==> config.mk <==
export PLATFORM = sky130hd
export DESIGN_NAME = rptr_empty_ctrl_flat
export DESIGN_NICKNAME = d
export VERILOG_FILES = /design/src/rtl/rptr_empty_ctrl_pkg.sv /design/src/rtl/rptr_empty_ctrl_if.sv /design/src/rtl/rptr_empty_ctrl_gray2bin.sv /design/src/rtl/rptr_empty_ctrl.sv /design/src/flat_wrapper.sv
export SDC_FILE = /design/constraint.sdc
export NUM_CORES = 1
export LEC_CHECK = 0
export ABC_AREA = 1
export BUFFER_PORTS_ARGS = -buffer_cell sky130_fd_sc_hd__clkbuf_2
export CAP_MARGIN = 20
export CORE_MARGIN = 3
export CORE_UTILIZATION = 52
export DETAILED_ROUTE_END_ITERATION = 7
export PLACE_DENSITY = 0.82
export SETUP_SLACK_MARGIN = 0.2
export SYNTH_ARGS = -nofsm -noshare
export SYNTH_HDL_FRONTEND = slang
export SYNTH_SLANG_ARGS = --single-unit
export TNS_END_PERCENT = 100
==> constraint.sdc <==
create_clock -name rclk -period 3.59 [get_ports rclk]
set_input_delay 0.359 -clock rclk [delete_from_list [all_inputs] [get_ports rclk]]
set_output_delay 0.359 -clock rclk [all_outputs]
set_load 0.02 [all_outputs]
==> src/rtl/rptr_empty_ctrl_pkg.sv <==
`default_nettype none
// ============================================================================
// Module   : fifo_ptr_pkg
// Purpose  : Pointer helpers shared by the read- and write-side controllers
//            of the asynchronous FIFO. Provides the pointer-width calculation
//            and generic binary/Gray conversion functions.
// Revision : 1.0 - initial release
// ============================================================================
package fifo_ptr_pkg;

    // Widest pointer the generic conversion functions accept.
    localparam int PTR_W_MAX = 32;

    // A pointer carries one extra wrap bit beyond the RAM address.
    function automatic int ptr_width(input int addr_width);
        return addr_width + 1;
    endfunction

    function automatic logic [PTR_W_MAX-1:0] bin2gray(input logic [PTR_W_MAX-1:0] b);
        return b ^ (b >> 1);
    endfunction

    // Each binary bit is the XOR of all Gray bits at or above it.
    function automatic logic [PTR_W_MAX-1:0] gray2bin(input logic [PTR_W_MAX-1:0] g);
        logic [PTR_W_MAX-1:0] b;
        b[PTR_W_MAX-1] = g[PTR_W_MAX-1];
        for (int i = PTR_W_MAX - 2; i >= 0; i--) begin
            b[i] = b[i+1] ^ g[i];
        end
        return b;
    endfunction

endpackage
`default_nettype wire

==> src/rtl/rptr_empty_ctrl_if.sv <==
`default_nettype none
// ============================================================================
// Module   : rptr_empty_ctrl_if
// Purpose  : Read-side control/status bundle between the FIFO read logic
//            (master) and the read-pointer controller (slave).
// Revision : 1.0 - initial release
// ============================================================================
interface rptr_empty_ctrl_if
    import fifo_ptr_pkg::*;
#(
    parameter int ADDR_WIDTH = 4
);
    localparam int PTR_W = ptr_width(ADDR_WIDTH);

    logic                  rinc;
    logic                  rflush;
    logic [PTR_W-1:0]      wptr_sync;
    logic [PTR_W-1:0]      ae_thresh;
    logic [PTR_W-1:0]      rptr;
    logic [ADDR_WIDTH-1:0] raddr;
    logic                  empty;
    logic                  almost_empty;
    logic [PTR_W-1:0]      rcount;
    logic                  underflow;

    modport master (
        output rinc, rflush, wptr_sync, ae_thresh,
        input  rptr, raddr, empty, almost_empty, rcount, underflow
    );

    modport slave (
        input  rinc, rflush, wptr_sync, ae_thresh,
        output rptr, raddr, empty, almost_empty, rcount, underflow
    );

endinterface
`default_nettype wire

==> src/rtl/rptr_empty_ctrl_gray2bin.sv <==
`default_nettype none
// ============================================================================
// Module   : gray2bin
// Purpose  : Parametrised Gray-to-binary converter (XOR prefix from the MSB).
//            Purely combinational; shared by read and write controllers.
// Revision : 1.0 - initial release
// ============================================================================
module gray2bin #(
    parameter int WIDTH = 5
) (
    input  logic [WIDTH-1:0] gray_i,
    output logic [WIDTH-1:0] bin_o
);

    genvar gi;
    generate
        for (gi = 0; gi < WIDTH; gi++) begin : g_bit
            assign bin_o[gi] = ^gray_i[WIDTH-1:gi];
        end
    endgenerate

endmodule
`default_nettype wire

==> src/rtl/rptr_empty_ctrl.sv <==
`default_nettype none
// ============================================================================
// Module   : rptr_empty_ctrl
// Purpose  : Read-domain pointer and status controller of the async FIFO.
//            Keeps binary/Gray read pointers, registered empty, occupancy
//            count and almost-empty flag, and supports a flush that jumps the
//            read pointer to the synchronised write pointer.
//            Optional sticky underflow detection: RPTR_EMPTY_UNDERFLOW_EN.
// Revision : 1.0 - initial release
// ============================================================================
module rptr_empty_ctrl
    import fifo_ptr_pkg::*;
#(
    parameter int ADDR_WIDTH = 4
) (
    input  logic             rclk,
    input  logic             rst,
    rptr_empty_ctrl_if.slave rif
);

    localparam int PTR_W = ptr_width(ADDR_WIDTH);

    logic [PTR_W-1:0] w_wbin;
    logic             w_pop;
    logic [PTR_W-1:0] rbin_q,   rbin_d;
    logic [PTR_W-1:0] rptr_q,   rgray_d;
    logic [PTR_W-1:0] rcount_q, cnt_d;
    logic             empty_q,  empty_d;
    logic             ae_q,     ae_d;

    gray2bin #(
        .WIDTH (PTR_W)
    ) u_wptr_g2b (
        .gray_i (rif.wptr_sync),
        .bin_o  (w_wbin)
    );

    // Next pointer, count and flag values; flush overrides any pop.
    always_comb begin
        w_pop   = rif.rinc & ~empty_q;
        rbin_d  = rif.rflush ? w_wbin : (rbin_q + {{ADDR_WIDTH{1'b0}}, w_pop});
        rgray_d = rbin_d ^ (rbin_d >> 1);
        cnt_d   = w_wbin - rbin_d;
        empty_d = (rgray_d == rif.wptr_sync);
        ae_d    = (cnt_d <= rif.ae_thresh);
    end

    // Pointer and status registers; reset leaves the FIFO seen as empty.
    always_ff @(posedge rclk or posedge rst) begin
        if (rst) begin
            rbin_q   <= '0;
            rptr_q   <= '0;
            rcount_q <= '0;
            empty_q  <= 1'b1;
            ae_q     <= 1'b1;
        end else begin
            rbin_q   <= rbin_d;
            rptr_q   <= rgray_d;
            rcount_q <= cnt_d;
            empty_q  <= empty_d;
            ae_q     <= ae_d;
        end
    end

    assign rif.rptr         = rptr_q;
    assign rif.raddr        = rbin_q[ADDR_WIDTH-1:0];
    assign rif.empty        = empty_q;
    assign rif.almost_empty = ae_q;
    assign rif.rcount       = rcount_q;

`ifdef RPTR_EMPTY_UNDERFLOW_EN
    logic uf_q, uf_d;

    // Sticky pop-while-empty; a flush clears it even if it coincides with one.
    always_comb begin
        uf_d = rif.rflush ? 1'b0 : (uf_q | (rif.rinc & empty_q));
    end

    // Underflow flag register.
    always_ff @(posedge rclk or posedge rst) begin
        if (rst) begin
            uf_q <= 1'b0;
        end else begin
            uf_q <= uf_d;
        end
    end

    assign rif.underflow = uf_q;
`else
    assign rif.underflow = 1'b0;
`endif

endmodule
`default_nettype wire

==> src/flat_wrapper.sv <==
// flat-port wrapper written by rule: the top's interface ports become plain ports
module rptr_empty_ctrl_flat import fifo_ptr_pkg::*;
#(
    parameter int ADDR_WIDTH = 4
)
  (rclk, rst, rif_rinc, rif_rflush, rif_wptr_sync, rif_ae_thresh, rif_rptr, rif_raddr, rif_empty, rif_almost_empty, rif_rcount, rif_underflow);
  rptr_empty_ctrl_if #(.ADDR_WIDTH(ADDR_WIDTH)) rif_i ();
  input  logic rclk;
  input  logic rst;
  input wire logic [$bits(rif_i.rinc)-1:0] rif_rinc;
  input wire logic [$bits(rif_i.rflush)-1:0] rif_rflush;
  input wire logic [$bits(rif_i.wptr_sync)-1:0] rif_wptr_sync;
  input wire logic [$bits(rif_i.ae_thresh)-1:0] rif_ae_thresh;
  output wire logic [$bits(rif_i.rptr)-1:0] rif_rptr;
  output wire logic [$bits(rif_i.raddr)-1:0] rif_raddr;
  output wire logic [$bits(rif_i.empty)-1:0] rif_empty;
  output wire logic [$bits(rif_i.almost_empty)-1:0] rif_almost_empty;
  output wire logic [$bits(rif_i.rcount)-1:0] rif_rcount;
  output wire logic [$bits(rif_i.underflow)-1:0] rif_underflow;
  assign rif_i.rinc = rif_rinc;
  assign rif_i.rflush = rif_rflush;
  assign rif_i.wptr_sync = rif_wptr_sync;
  assign rif_i.ae_thresh = rif_ae_thresh;
  assign rif_rptr = rif_i.rptr;
  assign rif_raddr = rif_i.raddr;
  assign rif_empty = rif_i.empty;
  assign rif_almost_empty = rif_i.almost_empty;
  assign rif_rcount = rif_i.rcount;
  assign rif_underflow = rif_i.underflow;
  rptr_empty_ctrl #(.ADDR_WIDTH(ADDR_WIDTH)) u_core (.rclk(rclk), .rst(rst), .rif(rif_i));
endmodule
# Yosys cells after proc, flatten, opt, wreduce, memory -nomap -nowiden
# Cells that the tools add are included.
# word_totals
regBits	17
word_cells	17
# classes
addsub	2
order_cmp	1
eq_ne	1
muxes	1
bitwise_logic	3
reduce_logical	4
# ops
op	n
5-bit by 1-bit adder with 5-bit output	1
5-bit equality test	1
5-bit <= comparator	1
5-bit two-way mux	1
5-bit parity	1
5-bit subtractor	1
5-bit by 4-bit bitwise XOR with 5-bit output	1
4-bit parity	1
3-bit parity	1
2-bit parity	1
1-bit bitwise AND	1
1-bit NOT	1

# Depth between registers and ports, before layout
# Gate-level depths: netlist of the first run.
# logic_depth
depth_word	6
depth_mapped	19

# Hierarchy
# A second synthesis of the first run with hierarchy kept.
# unflattened
hier_cells	182
area_unflattened_um2	1383.8
# by_module_without_submodules
module	instances	cells_each	area_each_um2	seq_area_each_um2
rptr_empty_ctrl	1	161	1266.2	402.9
gray2bin	1	21	117.6	0.0

# Worst setup path before layout of the first run
# No wires, ideal clock.
# synth_timing
path_kind	reg-to-reg
from	register u_core.empty_q (netlist: u_core.rif.empty)
to	register u_core.ae_q (netlist: u_core.rif.almost_empty)
arrival_time_ps	2714
required_time_ps	3502
path_slack_ps	787
stages_incl_launch_ff	14
path_buffers	0
synth_period_minus_slack_ps	2803
path_cell_list	dfstp_2 nor2_1 ha_1 ha_1 or2_2 nand2_4 ha_1 a21oi_1 a21oi_1 xor2_1 ha_1 nand4_1 o221ai_1 o21ai_0
# synth_between
elab_chain_cells	6
# synth_lines
element	line_no	rtl
from (decl)	rptr_empty_ctrl.sv:28	logic empty_q, empty_d;
from (signal assigned)	rptr_empty_ctrl.sv:60	empty_q <= empty_d;
1-bit NOT	rptr_empty_ctrl.sv:40	w_pop = rif.rinc & ~empty_q;
1-bit bitwise AND	rptr_empty_ctrl.sv:40	
5-bit by 1-bit adder with 5-bit output	rptr_empty_ctrl.sv:41	rbin_d = rif.rflush ? w_wbin : (rbin_q + {{ADDR_WIDTH{1'b0}}, w_pop});
5-bit two-way mux	rptr_empty_ctrl.sv:41	
5-bit subtractor	rptr_empty_ctrl.sv:43	cnt_d = w_wbin - rbin_d;
net u_core.cnt_d[3]	rptr_empty_ctrl.sv:27	logic [PTR_W-1:0] rcount_q, cnt_d;
5-bit <= comparator	rptr_empty_ctrl.sv:45	ae_d = (cnt_d <= rif.ae_thresh);
net u_core.ae_d	rptr_empty_ctrl.sv:29	logic ae_q, ae_d;
to (signal assigned)	rptr_empty_ctrl.sv:55	ae_q <= 1'b1;
to (signal assigned)	rptr_empty_ctrl.sv:61	ae_q <= ae_d;
to (decl)	rptr_empty_ctrl.sv:29	
# The timed path passes the listed nets, and every way through them passes these cells.

# Worst setup path after layout of the first run
# Same ends and word-level chain as after synthesis.

==> impl_summary.md, run 1 <==
Status
The flow ran to the end, and the final reports show no timing, DRC or antenna violations.

Timing
After layout, the worst path uses 82.0% of the clock period. Setup repair after global routing left no endpoint under its margin. The max-slew violation total from the final report is 0. The final hold violation count is 0. The total negative slack for setup checks is 0 ns. The transition time at the pin with the least slew margin is 0.591 ns. The worst pin sits at a relative slew slack of 60.6%. The clock skew is 0.000798 ns. After layout, the minimum clock period comes to 2.94 ns.

Hold is met by 0.107 ns. The count of final setup violators is 0. Static timing analysis puts the maximum clock frequency at 0.340 GHz.

Floorplan
The die is 55.0 um tall. The area enclosed by the die boundary is 3020 sq um. The core region is 2230 sq um.

For this configuration, the core starts out at a cell density of 55.8%. The count of boundary I/O pins is 31. Measured along the x axis, the die boundary spans 55.0 um. The number of standard-cell rows in the floorplan is 17.

Yosys
Synthesis instantiated 24 different standard cells from the library. After Yosys synthesis, XOR and XNOR cells account for 2.81% of the synthesized area. The post-synthesis share of cell area spent on and, or, nand and nor gates is 40.0%. The adder-cell area share of the yosys netlist is 11.6%. Ranked by instance count, the synthesized netlist is headed by sky130_fd_sc_hd__nand2_1 (53), sky130_fd_sc_hd__inv_1 (21), sky130_fd_sc_hd__nand3_1 (16), sky130_fd_sc_hd__dfrtp_1 (14), sky130_fd_sc_hd__ha_1 (10). The synthesis-stage register bit count is 16. For this run, asynchronously set or reset flops after synthesis account for 100%.

After synthesis, the largest family of logic cells by area is simple AND/OR/NAND/NOR gates. In the post-synthesis netlist, the biggest area contributors are sky130_fd_sc_hd__dfrtp_1 (28%), sky130_fd_sc_hd__nand2_1 (16%), sky130_fd_sc_hd__ha_1 (10%). Counting flops with a built-in enable in the synthesized netlist gives 0. Among all cell types in the netlist, the one instantiated most often is sky130_fd_sc_hd__nand2_1. Dividing the synthesized area by the synthesized cell count gives 7.37 sq um. After synthesis, the share of cell area in mux cells is 0%. Synthesis handed over a netlist of 169 instances. The count of synthesis-stage warnings from yosys is 0. The top cell type by area accounts for 28.1% of the synthesized area.

The cell area that synthesis handed to floorplanning was 1250 sq um. The share of the Yosys chip area taken by registers is 32.3%. In the synthesized netlist the dominant register cell turns out to be sky130_fd_sc_hd__dfrtp_1. Counting every net in the synthesized netlist gives 194. The leading area contributor after synthesis is sky130_fd_sc_hd__dfrtp_1.

The compound-cell area share of the yosys netlist is 3.51%.

Pwr
The peak supply drop is 265 uV. The total power consumption of the routed design is 0.736 mW. For this design the static power due to leakage is 0.859 nW. Dividing total power by cell area gives a power density of 508 nW/um^2.

Clock network
The number of hold buffers added after CTS is 0. The TritonCTS clock tree is yes. The root buffer cell chosen for the clock tree is sky130_fd_sc_hd__clkbuf_4.

The number of buffers added for setup after CTS is 0. Clock-pin slew was measured on the worst setup and hold paths at 0.09 ns. Counting along the longest clock path gives a buffer depth of 2. CTS built an H-tree with a depth of 1. The count of cells resized by post-cts repair is 0. The number of clock buffers added by TritonCTS is 3. At the later pin of the worst-skew pair, clock insertion delay measures 0.28 ns. The tree built by TritonCTS fans out to 16 sinks.

Placement
Buffers placed on the I/O ports in this run total 29. The HPWL after detailed placement is 2.16 mm. The post-placement cell area is 1410 sq um. The final estimated routing congestion in global placement is 0.908.

Setup path
The data arrival time of the critical path is 3.15 ns. Counting cells, the worst reg-to-reg path comes to 13. The category of the critical setup timing path is flop to flop. The critical path launch point type is a flop. The flop-to-flop setup slack is 0.65 ns. The end of the worst register-to-register path is u_core.rif.almost_empty$_DFF_PP1_. In this run the critical register-to-register path is launched from u_core.rif.empty$_DFF_PP1_. Of all nets on the critical path, the largest fanout is 6. The critical path endpoint category is a flop.

STA puts the critical path data required time at 3.80 ns.

Layout
The finished cells cover 1450 sq um. The total inserted antenna cells is 0. The fraction of final layout cells sized beyond drive strength 1 is 31.5%.

The final net count is 226. The signed area change from the synthesized netlist to the final layout is 16.2%. Fill cells in the final layout number 206.

Route
The total vias in the final route is 1,123. The first detailed-routing pass ran for 4 iterations. The aggregate routed wire length is 2.54 mm. Using the TritonRoute via totals, the vias-per-cell ratio works out to 4.93. After detailed routing, the average wire length per cell comes to 11.1 um. After the first detailed-routing iteration, the DRC count stood at 16.

For this run, design rule violations remaining after detail routing come to 0. The count of antenna-violating nets left after detailed routing is 0.

Global routing
The number of global-route vias before repair is 1,032. The pin count of the biggest net entering global routing is 17. The total global-route track usage is 19.7%.

The initial antenna violation count was 0. The remaining global-route overflow is 0. The global-route wire length before repair is 4.28 mm.

Job
The max-cap check violation count is 0.

Min path
The kind of path behind the tightest hold check is input pin to asynchronous set/reset pin.
-- state kept, by name (all words and copies together), names as in the netlist --
register,cells
u_core.rbin_q,5
u_core.rif.almost_empty,1
u_core.rif.empty,1
u_core.rif.rcount,5
u_core.rif.rptr,4
-- worst max-delay path, cell delays in order, from the launching register on --
cell and delay (ns):
sky130_fd_sc_hd__dfstp_2 0.54, sky130_fd_sc_hd__nor2_1 0.04, sky130_fd_sc_hd__ha_1 0.21, sky130_fd_sc_hd__ha_1 0.29, sky130_fd_sc_hd__or2_2 0.30, sky130_fd_sc_hd__nand2_4 0.11, sky130_fd_sc_hd__ha_1 0.24, sky130_fd_sc_hd__a21oi_1 0.15
sky130_fd_sc_hd__a21oi_1 0.09, sky130_fd_sc_hd__xor2_1 0.16, sky130_fd_sc_hd__ha_1 0.31, sky130_fd_sc_hd__nand4_1 0.13, sky130_fd_sc_hd__o221ai_1 0.18, sky130_fd_sc_hd__o21ai_0 0.12
-- final cells by class --
cell class              instances  area (sq um)  share of cell area (%)
multi-input cells             124           726                    50.1
inverters                      27           103                    7.09
flip-flops and latches         16           403                    27.8
clock buffers                   4          36.3                    2.51
repair buffers                 29           145                    10.0
well taps                      28          35.0                    2.42
-- where the power goes --
group	total (mW)	switching [mW]	internal (mW)
clock network	0.117	0.0556	0.0617
logic	0.368	0.238	0.129
registers	0.251	0.0188	0.232
-- layout by cell type (no fill, tap or decap), drive strengths merged --
| cell | instances |
|---|---|
| dfrtp | 14 |
| nand2 | 66 |
| nand4 | 2 |
| a21oi | 5 |
| conb | 1 |
| xor2 | 3 |
| xnor2 | 1 |
| o221ai | 1 |
| dfstp | 2 |
| ha | 10 |
| inv | 26 |
| nor2 | 9 |
| nand3 | 22 |
| or2 | 1 |
| fa | 1 |
| o21ai | 2 |
| clkinv | 1 |
| clkbuf | 33 |
-- cell families after synthesis --
logic type | count (synthesis)
flip-flops | 16
AND/OR/NAND/NOR | 100
buffers and inverters | 29
XOR/XNOR | 4
other | 1
AO/OA/AOI/OAI | 8
adder cells (fa/ha/maj) | 11
-- metal layers --
layer  vias to the layer above  routed length, um  track usage (%)
li1                        586                  -                -
met1                       497               1080             25.3
met2                        34               1250             32.3
met3                         6                172             4.29
met4                         0                 38             7.29
met5                         -                  0                0
-- worst max path at each step --
stage / startpoint / to / slack [ns] / cells past startpoint
final: u_core.rif.empty$_DFF_PP1_ / u_core.rif.almost_empty$_DFF_PP1_ / 0.65 / 13
after global routing: u_core.rif.empty$_DFF_PP1_ / u_core.rif.almost_empty$_DFF_PP1_ / 0.43 / 13
after CTS: u_core.rif.empty$_DFF_PP1_ / u_core.rif.almost_empty$_DFF_PP1_ / 0.65 / 13
after detailed placement: u_core.rif.empty$_DFF_PP1_ / u_core.rif.almost_empty$_DFF_PP1_ / 0.66 / 13
after global placement: u_core.rif.empty$_DFF_PP1_ / u_core.rif.almost_empty$_DFF_PP1_ / 0.80 / 13
after floorplan: u_core.rif.empty$_DFF_PP1_ / u_core.rif.almost_empty$_DFF_PP1_ / 0.79 / 13
-- metrics by stage --
stage / utilization [%] / instances / worst slack, ns
2_1_floorplan: - / 169 / 0.787
3_3_place_gp: 63.2 / 224 / 0.805
3_5_place_dp: 63.2 / 224 / 0.658
4_1_cts: 64.8 / 228 / 0.645
5_1_grt: 64.8 / 228 / 0.432
6_report: 64.8 / 228 / 0.645
No activity file was read; power rests on OpenSTA's default activity.
==> run 2, diff against run 1 <==
Settings changed: CORE_UTILIZATION 52 to 47, PLACE_DENSITY 0.82 to 0.79.
Clock period 3.59 ns to 2.7 ns, I/O delays scaled along.
==> run 2 against run 1 <==
Die area grew 9.4%; flip-flop and latch count unchanged; via count up 2.7%; combinational power grew 63%; maximum frequency up 11%; total power increased by 44%; final area up 10%; critical endpoint unchanged; largest cell class unchanged.
==> impl_summary.md, run 2 (synthesis gave the netlist of run 1 again) <==
Status
The run finished with clean final reports.

Route
The total vias in the final route was 1,153 (+2.7%). The number of remaining DRC errors is 0 (unchanged). The average detailed-routed wire length per instance was 12.3 um (+11%).

The starting DRC count in detailed routing is 35 (+19). The first-pass iteration count of the detailed router was 6 (+2). The count of antenna-violating nets left after detailed routing is 0 (unchanged). The via density per instance is 4.99 (+1.3%).

The aggregate routed wire length is 2.84 mm (+12%).

Setup path
The delay of the slowest cell on the worst path is 0.53 ns (about the same). The maximum fanout along the worst path is 3 (-3). The worst path required time is 2.94 ns (-0.86 ns). By startpoint and endpoint, the worst setup path is classified as flop to flop. The slowest stage of the critical path belongs to the cell sky130_fd_sc_hd__dfstp_2. STA classifies the critical path startpoint as a flop. The critical path goes through nor2_1 -> ha_2 -> ha_4 -> or2_4 -> nand2_8 -> ha_4 -> a21oi_2 -> a21oi_1 -> xor2_1 -> ha_1 -> nand4_1 -> buf_4 -> o21ai_2. The worst setup path is captured at a flop. Among the stages of the critical path, the cell type that occurs most often is sky130_fd_sc_hd__ha_4.

The flop-to-flop setup slack is 0.04 ns (-0.60 ns). The data arrival time of the critical path was 2.90 ns (-0.25 ns).

Layout
Leaving out fill and tap cells, the most frequent cell in the layout is sky130_fd_sc_hd__nand2_1. The final net count was 228 (+0.88%). The fraction of final layout cells sized beyond drive strength 1 was 40.8% (+9.3 points).

The total inserted antenna cells is 0 (unchanged). The signed area change from the synthesized netlist to the final layout is 27.8%. The filler cell count in the final layout was 202 (-1.9%). The final standard cell area without fillers is 1590 sq um (+10%). The utilization after layout is 63.7% (-1.1 points). In the layout the commonest cells are sky130_fd_sc_hd__nand2_1 (51), sky130_fd_sc_hd__clkbuf_2 (29), sky130_fd_sc_hd__inv_1 (20).

Clock network
The maximum level of the CTS H-tree is 1 (unchanged). The TritonCTS clock tree is yes. Clock tree synthesis selected as its root buffer the cell sky130_fd_sc_hd__clkbuf_4. The maximum number of buffers from clock root to sink is 2 (unchanged).

The clock latency reported for the late side of the worst-skew pair is 0.30 ns (+0.02 ns). The number of hold buffers added after CTS was 0 (unchanged). The total clock buffers created by CTS is 3 (unchanged). The number of clock sinks was 16 (unchanged). The post-CTS clock slew at the launch and capture registers of the worst setup and hold paths is 0.09 ns (about the same).

Floorplan
The floorplan core area is 2500 sq um (+12%). The count of boundary I/O pins is 31 (unchanged). The number of standard-cell rows in the floorplan is 18 (+1). The height of the die came to 57.5 um (+4.6%). The initial core utilization came to 49.8% (-5.9 points). The area enclosed by the die boundary is 3310 sq um (+9.4%). The horizontal extent of the die is 57.5 um (+4.6%).

Pwr
The power density over the cells was 667 nW/um^2 (+31%). The cell leakage power is 0.873 nW (+1.7%). The peak supply drop was 538 uV (+100%). The total power consumption of the routed design is 1.06 mW (+44%).

Timing
The post-route clock period utilization came to 98.5% (+16 points). The clock skew was 0.00437 ns (+0.00358 ns). Setup repair after global routing could not meet its margin everywhere. The count of final setup violators came to 0 (unchanged).

The final critical delay including setup and external delays is 2.66 ns (-0.285 ns). The transition time at the pin with the least slew margin is 0.623 ns (+0.0318 ns). The max-slew violation total from the final report is 0 (unchanged).

The highest achievable clock rate is 0.376 GHz (+11%). The final hold violation count is 0 (unchanged). The worst slew margin relative to its limit came to 58.4% (-2.1 points).

Global routing
The number of global-route vias before repair is 1,151 (+12%). The remaining global-route overflow is 0 (unchanged). The total global-route track usage is 19.0% (-0.67 points). The initial antenna violation count is 0 (unchanged). The pin count of the biggest net entering global routing was 17 (unchanged).

The global-route wire length before repair is 4.76 mm (+11%).

Placement
The detailed-placement wirelength estimate was 2.29 mm (+6.0%). The post-placement cell area is 1510 sq um (+6.7%). The number of buffers added on ports came to 29 (unchanged). The final estimated routing congestion in global placement is 0.860 (-5.3%).

Min path
In this run the worst hold path is classified as input pin to asynchronous set/reset pin.

Job
The max-cap check violation count is 0 (unchanged).
## run 2: cell types whose count changed in the layout (fill, tap and decap cells not counted), sizes merged
cell,delta
buf,+2
clkinv,-1
inv,+1
clkbuf,-1
## run 2: timing repair
action                                  CTS  global route
endpoints found under the setup margin    1             1
hold endpoints to repair                  0             0
pin swaps                                 4             4
buffers inserted                          2             0
resized for setup                         2             6
## run 2: stage by stage
step | setup slack, ns | hold slack [ns] | setup TNS, ns | cells
floorplan | 0.127 | 0.182 | 0 | 169
global placement | 0.0860 | 0.334 | 0 | 226
detailed placement | 0.0268 | 0.345 | 0 | 226
CTS | 0.0529 | 0.0156 | 0 | 231
global route | -0.0684 | 0.0405 | -0.0684 | 231
finish | 0.0406 | 0.0106 | 0 | 231
## run 2: final timing paths
check	startpoint	to	depth (start not counted)
min in group rclk	rif_wptr_sync[0]	u_core.rif.empty$_DFF_PP1_	5
worst max-delay path	u_core.rif.empty$_DFF_PP1_	u_core.rif.almost_empty$_DFF_PP1_	13
worst min-delay path	rst	u_core.rif.rcount[0]$_DFF_PP0_	2
worst max register to register	u_core.rif.empty$_DFF_PP1_	u_core.rif.almost_empty$_DFF_PP1_	13
max in group asynchronous	rst	u_core.rbin_q[2]$_DFF_PP0_	2
worst min register to register	u_core.rbin_q[0]$_DFF_PP0_	u_core.rbin_q[0]$_DFF_PP0_	3
## run 2: final cells by class
type	count	area, sq um	share of cell area (%)
well taps	30	37.5	2.36
flip-flops and latches	16	403	25.3
repair buffers	31	160	10.1
inverters	27	104	6.52
multi-input cells	124	866	54.4
clock buffers	3	22.5	1.41
## run 2: worst max-delay path: cells and delay by family, from the launching register on
family	cells	cell delay (ns)
fa+ha+maj	4	0.91
xor+xnor	1	0.16
simple gates	4	0.52
compound gates	3	0.30
flops	1	0.53
buf+inv	1	0.17
## run 2: report_power, final
group          internal, mW  switching, mW  total [mW]
Sequential            0.308         0.0275       0.336
Clock                0.0521         0.0761       0.128
Combinational         0.233          0.365       0.598
Total                 0.594          0.468        1.06
## run 2: layer usage
layer  vias up  routed length [um]  track usage [%]
li1        594                   -                -
met1       522                1250             22.8
met2        32                1390             32.9
met3         5                 140             2.04
met4         0                  60             10.6
met5         -                   0                0
